File: src/rtl/seqgen_pkg.sv
// Shared types and constants for the seqgen serial pattern transmitter.
package seqgen_pkg;

  typedef enum logic [1:0] {
    ST_IDLE  = 2'b00,
    ST_SHIFT = 2'b01,
    ST_GAP   = 2'b10,
    ST_DONE  = 2'b11
  } state_t;

  localparam logic [4:0] PAT_10001 = 5'b10001;

endpackage

File: src/rtl/seqgen_tx_if.sv
// Control/data bundle between the controlling logic (master) and seqgen_tx (slave).
interface seqgen_tx_if #(
  parameter int WIDTH = 5,
  parameter int REPW  = 4,
  parameter int GAPW  = 4
);
  import seqgen_pkg::*;

  // start is a level request sampled on the rising edge; it is accepted only when
  // busy is low (IDLE) and abort is low. busy rises the cycle after accept and
  // stays high through the single-cycle done pulse; valid qualifies dout.
  logic             start;
  logic [WIDTH-1:0] pattern;
  logic [REPW-1:0]  reps;
  logic [GAPW-1:0]  gap;
  logic             abort;
  logic             dout;
  logic             valid;
  logic             busy;
  logic             done;
  state_t           state;

  modport master (
    output start, pattern, reps, gap, abort,
    input  dout, valid, busy, done, state
  );

  modport slave (
    input  start, pattern, reps, gap, abort,
    output dout, valid, busy, done, state
  );

endinterface

File: src/rtl/piso_shift.sv
// Parallel-load, serial-out shift register; msb reports the MSB the register
// will hold after the current edge so the caller can register it alongside.
module piso_shift #(
  parameter int WIDTH = 5
) (
  input  logic             clk,
  input  logic             clr,
  input  logic             load,
  input  logic             shift_en,
  input  logic [WIDTH-1:0] din,
  output logic             msb
);

  logic [WIDTH-1:0] q;
  logic [WIDTH-1:0] q_nxt;

  always_comb begin
    q_nxt = q;
    if (load) begin
      q_nxt = din;
    end else if (shift_en) begin
      q_nxt = {q[WIDTH-2:0], 1'b0};
    end
  end

  assign msb = q_nxt[WIDTH-1];

  always_ff @(posedge clk) begin
    if (!clr) begin
      q <= '0;
    end else begin
      q <= q_nxt;
    end
  end

endmodule

File: src/rtl/seqgen_tx.sv
// Serial pattern transmitter: sends a captured pattern MSB-first, repeated with
// optional idle gaps, under a start/busy/done handshake with abort.
module seqgen_tx
  import seqgen_pkg::*;
#(
  parameter int WIDTH = 5,
  parameter int REPW  = 4,
  parameter int GAPW  = 4
) (
  input logic        clk,
  input logic        clr,
  seqgen_tx_if.slave bus
);

  localparam int BITW = $clog2(WIDTH);
  localparam logic [BITW-1:0] BIT_LAST = BITW'(WIDTH - 1);

  state_t           state, state_nxt;
  logic [BITW-1:0]  bit_cnt, bit_cnt_nxt;
  logic [REPW-1:0]  rep_cnt, rep_cnt_nxt;
  logic [GAPW-1:0]  gap_cnt, gap_cnt_nxt;
  logic [WIDTH-1:0] pat_q;
  logic [GAPW-1:0]  gap_q;
  logic [WIDTH-1:0] load_data;
  logic             accept;
  logic             load;
  logic             shift_en;
  logic             sr_msb;
  logic             dout_q, valid_q, busy_q, done_q;

  piso_shift #(.WIDTH(WIDTH)) u_piso (
    .clk      (clk),
    .clr      (clr),
    .load     (load),
    .shift_en (shift_en),
    .din      (load_data),
    .msb      (sr_msb)
  );

  always_comb begin
    state_nxt   = state;
    bit_cnt_nxt = bit_cnt;
    rep_cnt_nxt = rep_cnt;
    gap_cnt_nxt = gap_cnt;
    accept      = 1'b0;
    load        = 1'b0;
    shift_en    = 1'b0;
    load_data   = pat_q;

    if (bus.abort && state != ST_IDLE) begin
      state_nxt   = ST_IDLE;
      bit_cnt_nxt = '0;
      rep_cnt_nxt = '0;
      gap_cnt_nxt = '0;
    end else begin
      case (state)
        ST_IDLE: begin
          if (bus.start && !bus.abort) begin
            accept      = 1'b1;
            load        = 1'b1;
            load_data   = bus.pattern;
            rep_cnt_nxt = (bus.reps == '0) ? REPW'(1) : bus.reps;
            bit_cnt_nxt = '0;
            gap_cnt_nxt = '0;
            state_nxt   = ST_SHIFT;
          end
        end
        ST_SHIFT: begin
          if (bit_cnt == BIT_LAST) begin
            bit_cnt_nxt = '0;
            if (rep_cnt <= REPW'(1)) begin
              state_nxt = ST_DONE;
            end else begin
              // Reload now so the first bit of the next repetition is ready
              // either immediately (no gap) or when the gap expires.
              rep_cnt_nxt = rep_cnt - 1'b1;
              load        = 1'b1;
              if (gap_q != '0) begin
                gap_cnt_nxt = gap_q;
                state_nxt   = ST_GAP;
              end
            end
          end else begin
            bit_cnt_nxt = bit_cnt + 1'b1;
            shift_en    = 1'b1;
          end
        end
        ST_GAP: begin
          if (gap_cnt <= GAPW'(1)) begin
            gap_cnt_nxt = '0;
            state_nxt   = ST_SHIFT;
          end else begin
            gap_cnt_nxt = gap_cnt - 1'b1;
          end
        end
        ST_DONE: begin
          rep_cnt_nxt = '0;
          state_nxt   = ST_IDLE;
        end
        default: state_nxt = ST_IDLE;
      endcase
    end
  end

  always_ff @(posedge clk) begin
    if (!clr) begin
      state   <= ST_IDLE;
      bit_cnt <= '0;
      rep_cnt <= '0;
      gap_cnt <= '0;
      pat_q   <= '0;
      gap_q   <= '0;
      dout_q  <= 1'b0;
      valid_q <= 1'b0;
      busy_q  <= 1'b0;
      done_q  <= 1'b0;
    end else begin
      state   <= state_nxt;
      bit_cnt <= bit_cnt_nxt;
      rep_cnt <= rep_cnt_nxt;
      gap_cnt <= gap_cnt_nxt;
      if (accept) begin
        pat_q <= bus.pattern;
        gap_q <= bus.gap;
      end
      // Moore outputs decoded from where the FSM and shift register are going.
      dout_q  <= (state_nxt == ST_SHIFT) ? sr_msb : 1'b0;
      valid_q <= (state_nxt == ST_SHIFT);
      busy_q  <= (state_nxt != ST_IDLE);
      done_q  <= (state_nxt == ST_DONE);
    end
  end

  assign bus.dout  = dout_q;
  assign bus.valid = valid_q;
  assign bus.busy  = busy_q;
  assign bus.done  = done_q;
  assign bus.state = state;

endmodule

File: src/flat_wrapper.sv
// flat-port wrapper written by rule: the top's interface ports become plain ports
module seqgen_tx_flat import seqgen_pkg::*;
#(
  parameter int WIDTH = 5,
  parameter int REPW  = 4,
  parameter int GAPW  = 4
)
  (clk, clr, bus_start, bus_pattern, bus_reps, bus_gap, bus_abort, bus_dout, bus_valid, bus_busy, bus_done, bus_state);
  seqgen_tx_if #(.WIDTH(WIDTH), .REPW(REPW), .GAPW(GAPW)) bus_i ();
  input logic clk;
  input logic clr;
  input wire logic [$bits(bus_i.start)-1:0] bus_start;
  input wire logic [$bits(bus_i.pattern)-1:0] bus_pattern;
  input wire logic [$bits(bus_i.reps)-1:0] bus_reps;
  input wire logic [$bits(bus_i.gap)-1:0] bus_gap;
  input wire logic [$bits(bus_i.abort)-1:0] bus_abort;
  output wire logic [$bits(bus_i.dout)-1:0] bus_dout;
  output wire logic [$bits(bus_i.valid)-1:0] bus_valid;
  output wire logic [$bits(bus_i.busy)-1:0] bus_busy;
  output wire logic [$bits(bus_i.done)-1:0] bus_done;
  output wire logic [$bits(bus_i.state)-1:0] bus_state;
  assign bus_i.start = bus_start;
  assign bus_i.pattern = bus_pattern;
  assign bus_i.reps = bus_reps;
  assign bus_i.gap = bus_gap;
  assign bus_i.abort = bus_abort;
  assign bus_dout = bus_i.dout;
  assign bus_valid = bus_i.valid;
  assign bus_busy = bus_i.busy;
  assign bus_done = bus_i.done;
  assign bus_state = bus_i.state;
  seqgen_tx #(.WIDTH(WIDTH), .REPW(REPW), .GAPW(GAPW)) u_core (.clk(clk), .clr(clr), .bus(bus_i));
endmodule
File: config.mk
export PLATFORM = sky130hd
export DESIGN_NAME = seqgen_tx_flat
export DESIGN_NICKNAME = d
export VERILOG_FILES = /design/src/rtl/seqgen_pkg.sv /design/src/rtl/seqgen_tx_if.sv /design/src/rtl/piso_shift.sv /design/src/rtl/seqgen_tx.sv /design/src/flat_wrapper.sv
export SDC_FILE = /design/constraint.sdc
export NUM_CORES = 1
export LEC_CHECK = 0
export ABC_AREA = 1
export CORE_ASPECT_RATIO = 1.25
export CORE_MARGIN = 2
export CORE_UTILIZATION = 54
export CTS_CLUSTER_SIZE = 10
export DETAILED_ROUTE_END_ITERATION = 6
export PLACE_DENSITY = 0.77
export SLEW_MARGIN = 20
export SYNTH_ARGS = -nofsm -noshare
export SYNTH_HDL_FRONTEND = slang
export SYNTH_SLANG_ARGS = --single-unit
File: constraint.sdc
create_clock -name clk -period 2.4 [get_ports clk]
set_clock_uncertainty 0.2 [all_clocks]
set_input_delay 0.48 -clock clk [delete_from_list [all_inputs] [get_ports clk]]
set_output_delay 0.48 -clock clk [all_outputs]
set_load 0.02 [all_outputs]
==> results.toml <==
[logic_synthesis]
synth_xor_area_share_pct = 0.501
synthesis.nets = 290
ys_seq_area_share_pct = 35.5
synthSimpleGateAreaFrac_pct = 35.7
synthAdderAreaFrac_pct = 7.16
netlist_area_um2 = 1750
synth_warnings = 0
synth_compound_area_share_pct = 11.5
avgSynthCellArea_um2 = 6.64
syn_inst = 263
synth-seq-cells = 31
synth_cell_types = 28
synth_top_family_by_area = "simple AND/OR/NAND/NOR gates"
synthMuxAreaShare_pct = 0

[critical_path]
cp_num_buf_inv = 1
startpoint_type = "flip-flop"
critical_path.max_fanout = 6
worst_ep_arrival_time_ps = 1400
path_cells = "clkdlybuf4s50_1"
cp_top_family = "buffers and inverters"
critical_path.max_stage_delay_ps = 650
path_class = "flip-flop to output port"
cp.required_ps = 1720
worst_path_max_delay_cell = "clkdlybuf4s50_1"
end_kind = "output port"

[finish]
nets = 319
utilization_pct = 67.0
drive_above_1_share_pct = 8.90
n_fill_cell = 288
final_cell_mix = "nand2_1, nor2_1, inv_1"
n_antenna_cell = 0
area_growth_pct = 20.3
layout_commonest_cell = "nand2_1"

[pwr]
swShare_pct = 33.0
switching_power_uw = 456
ir_drop_uv = 567
p_leak_nw = 0.985
internal-power_uw = 925
total_power_mw = 1.38
power_frac_comb_pct = 26.8
clkPwrFrac_pct = 30.7
power.density_nw_per_um2 = 657
p_seq_share_pct = 42.5

[grt]
gr-total-overflow = 0
grt_max_degree = 17
grt_pass1_wl_mm = 6.34
grt_pass1_vias = 1462
grtUsageTotal_pct = 23.9
antenna_found_initial = 0

[placement]
dp_hpwl_mm = 2.81
gp_congestion = 0.860
io_buffers = 22

[timing]
finalCriticalPeriod_ps = 2080
fin_setup_tns_ps = 0
hold_viol = 0
relSlewSlack_pct = 77.1
timing.hold.ws_ps = 270
maxSlewViolCount = 0
setup_viol = 0
fmax_mhz = 480
worst_pin_slew_ps = 344
rsz0062_at_grt = "false"
period_share_pct = 86.7

[drt]
post_drt_wl_per_cell_um = 11.6
drcViolationCount = 0
post_drt_via_cell_ratio = 5.03
routed_wl_mm = 3.80
vias = 1655
drt_iter0_drc = 37
final_antenna_net_count = 0
firstDrtPassIters = 4

[run]
maxCapViolCount = 0

[clock_network]
postCtsSetupBuffers = 0
ctsHtreeMaxLevel = 2
ctsResizeCount = 0
cts_tree = "done"
cts.sinks = 31
clockRootBuffer = "clkbuf_8"
clkTransAtPathRegs_ps = 70
ctsHoldBuffers = 0
cts_buffers = 5
insertion_delay_ps = 290
cts_buffer_depth = 2

[floorplanning]
dieArea_um2 = 3710
die_y_um = 67.6
start_util_pct = 55.7
boundaryPins = 23
coreArea_um2 = 3140
dieWidth_um = 54.9
rows = 23

[run_status]
outcome = "finished clean"

[min_path]
worstHoldPathType = "flip-flop to flip-flop"
## cells by family after synthesis
group | after synthesis
DFF | 31
AOI/OAI and AO/OA | 38
and+or+nand+nor | 142
buffers and inverters | 41
adders and majority gates | 10
xor gates and xnor gates | 1
## state kept, by name, indices dropped and copies added (netlist names)
name / cells
u_core.bus.state: 2
u_core.u_piso.q: 5
u_core.pat_q: 5
u_core.gap_cnt: 4
u_core.bus.busy: 1
u_core.rep_cnt: 4
u_core.gap_q: 4
u_core.bit_cnt: 3
u_core.bus.done: 1
u_core.bus.dout: 1
u_core.bus.valid: 1
## metal layers
layer / routed length, um / part of all wire (%) / GRT usage (%) / vias to the layer above
li1: - / - / - / 884
met1: 1690 / 45 / 29.2 / 732
met2: 1900 / 50 / 39.1 / 33
met3: 145 / 3.8 / 5.97 / 6
met4: 65 / 1.7 / 9.38 / 0
met5: 0 / 0 / 0 / -
## final cells by class
class | count | area, um2 | share of cell area (%)
inverters | 38 | 145 | 6.91
repair buffers | 25 | 243 | 11.6
multi-input cells | 191 | 958 | 45.6
well taps | 37 | 46.3 | 2.20
flip-flops and latches | 31 | 621 | 29.5
clock inverters | 1 | 5.00 | 0.238
clock buffers | 6 | 82.6 | 3.93
## cell usage after synthesis, drive strengths merged
library cell | count | area share [%]
nand3 | 27 | 8.6
and3 | 1 | 0.36
buf | 2 | 1.1
ha | 10 | 7.2
xor2 | 1 | 0.50
clkbuf | 1 | 0.21
a21oi | 17 | 5.1
and2 | 1 | 0.36
inv | 38 | 8.3
nand3b | 1 | 0.43
dfxtp | 31 | 36
o21ai | 19 | 5.7
nor3 | 1 | 0.29
a21boi | 1 | 0.43
o22ai | 1 | 0.36
nand2 | 69 | 15
or2 | 2 | 0.72
nor2 | 40 | 9.8
## power by group through the flow
stage | clock [mW] | combinational [mW] | sequential [mW]
after floorplan | 0 | 0.254 | 0.602
after global placement | 0 | 0.368 | 0.597
after detailed placement | 0 | 0.367 | 0.597
after CTS | 0.423 | 0.371 | 0.586
after global routing | 0.449 | 0.422 | 0.589
final | 0.424 | 0.371 | 0.586
## worst paths after layout
kind / start / end / slack (ps) / depth (start not counted)
hold / removal: u_core.u_piso.q[0]$_SDFFE_PN0P_ / u_core.u_piso.q[0]$_SDFFE_PN0P_ / 270 / 2
setup / recovery: u_core.bus.state[0]$_SDFF_PN0_ / bus_state[0] / 320 / 1
setup reg to reg: u_core.bus.state[0]$_SDFF_PN0_ / u_core.bit_cnt[2]$_SDFFE_PP0P_ / 360 / 9
hold reg to reg: u_core.u_piso.q[0]$_SDFFE_PN0P_ / u_core.u_piso.q[0]$_SDFFE_PN0P_ / 270 / 2
## stage by stage
| step | cell area, um2 | worst slack (ps) | instances |
|---|---|---|---|
| after global routing | 2100 | 202 | 329 |
| after detailed placement | 2010 | 229 | 322 |
| after global placement | 2010 | 232 | 322 |
| after floorplan | 1750 | 491 | 263 |
| final | 2100 | 318 | 329 |
| after CTS | 2100 | 326 | 329 |
Note: power is estimated with default switching activity, not from simulation.
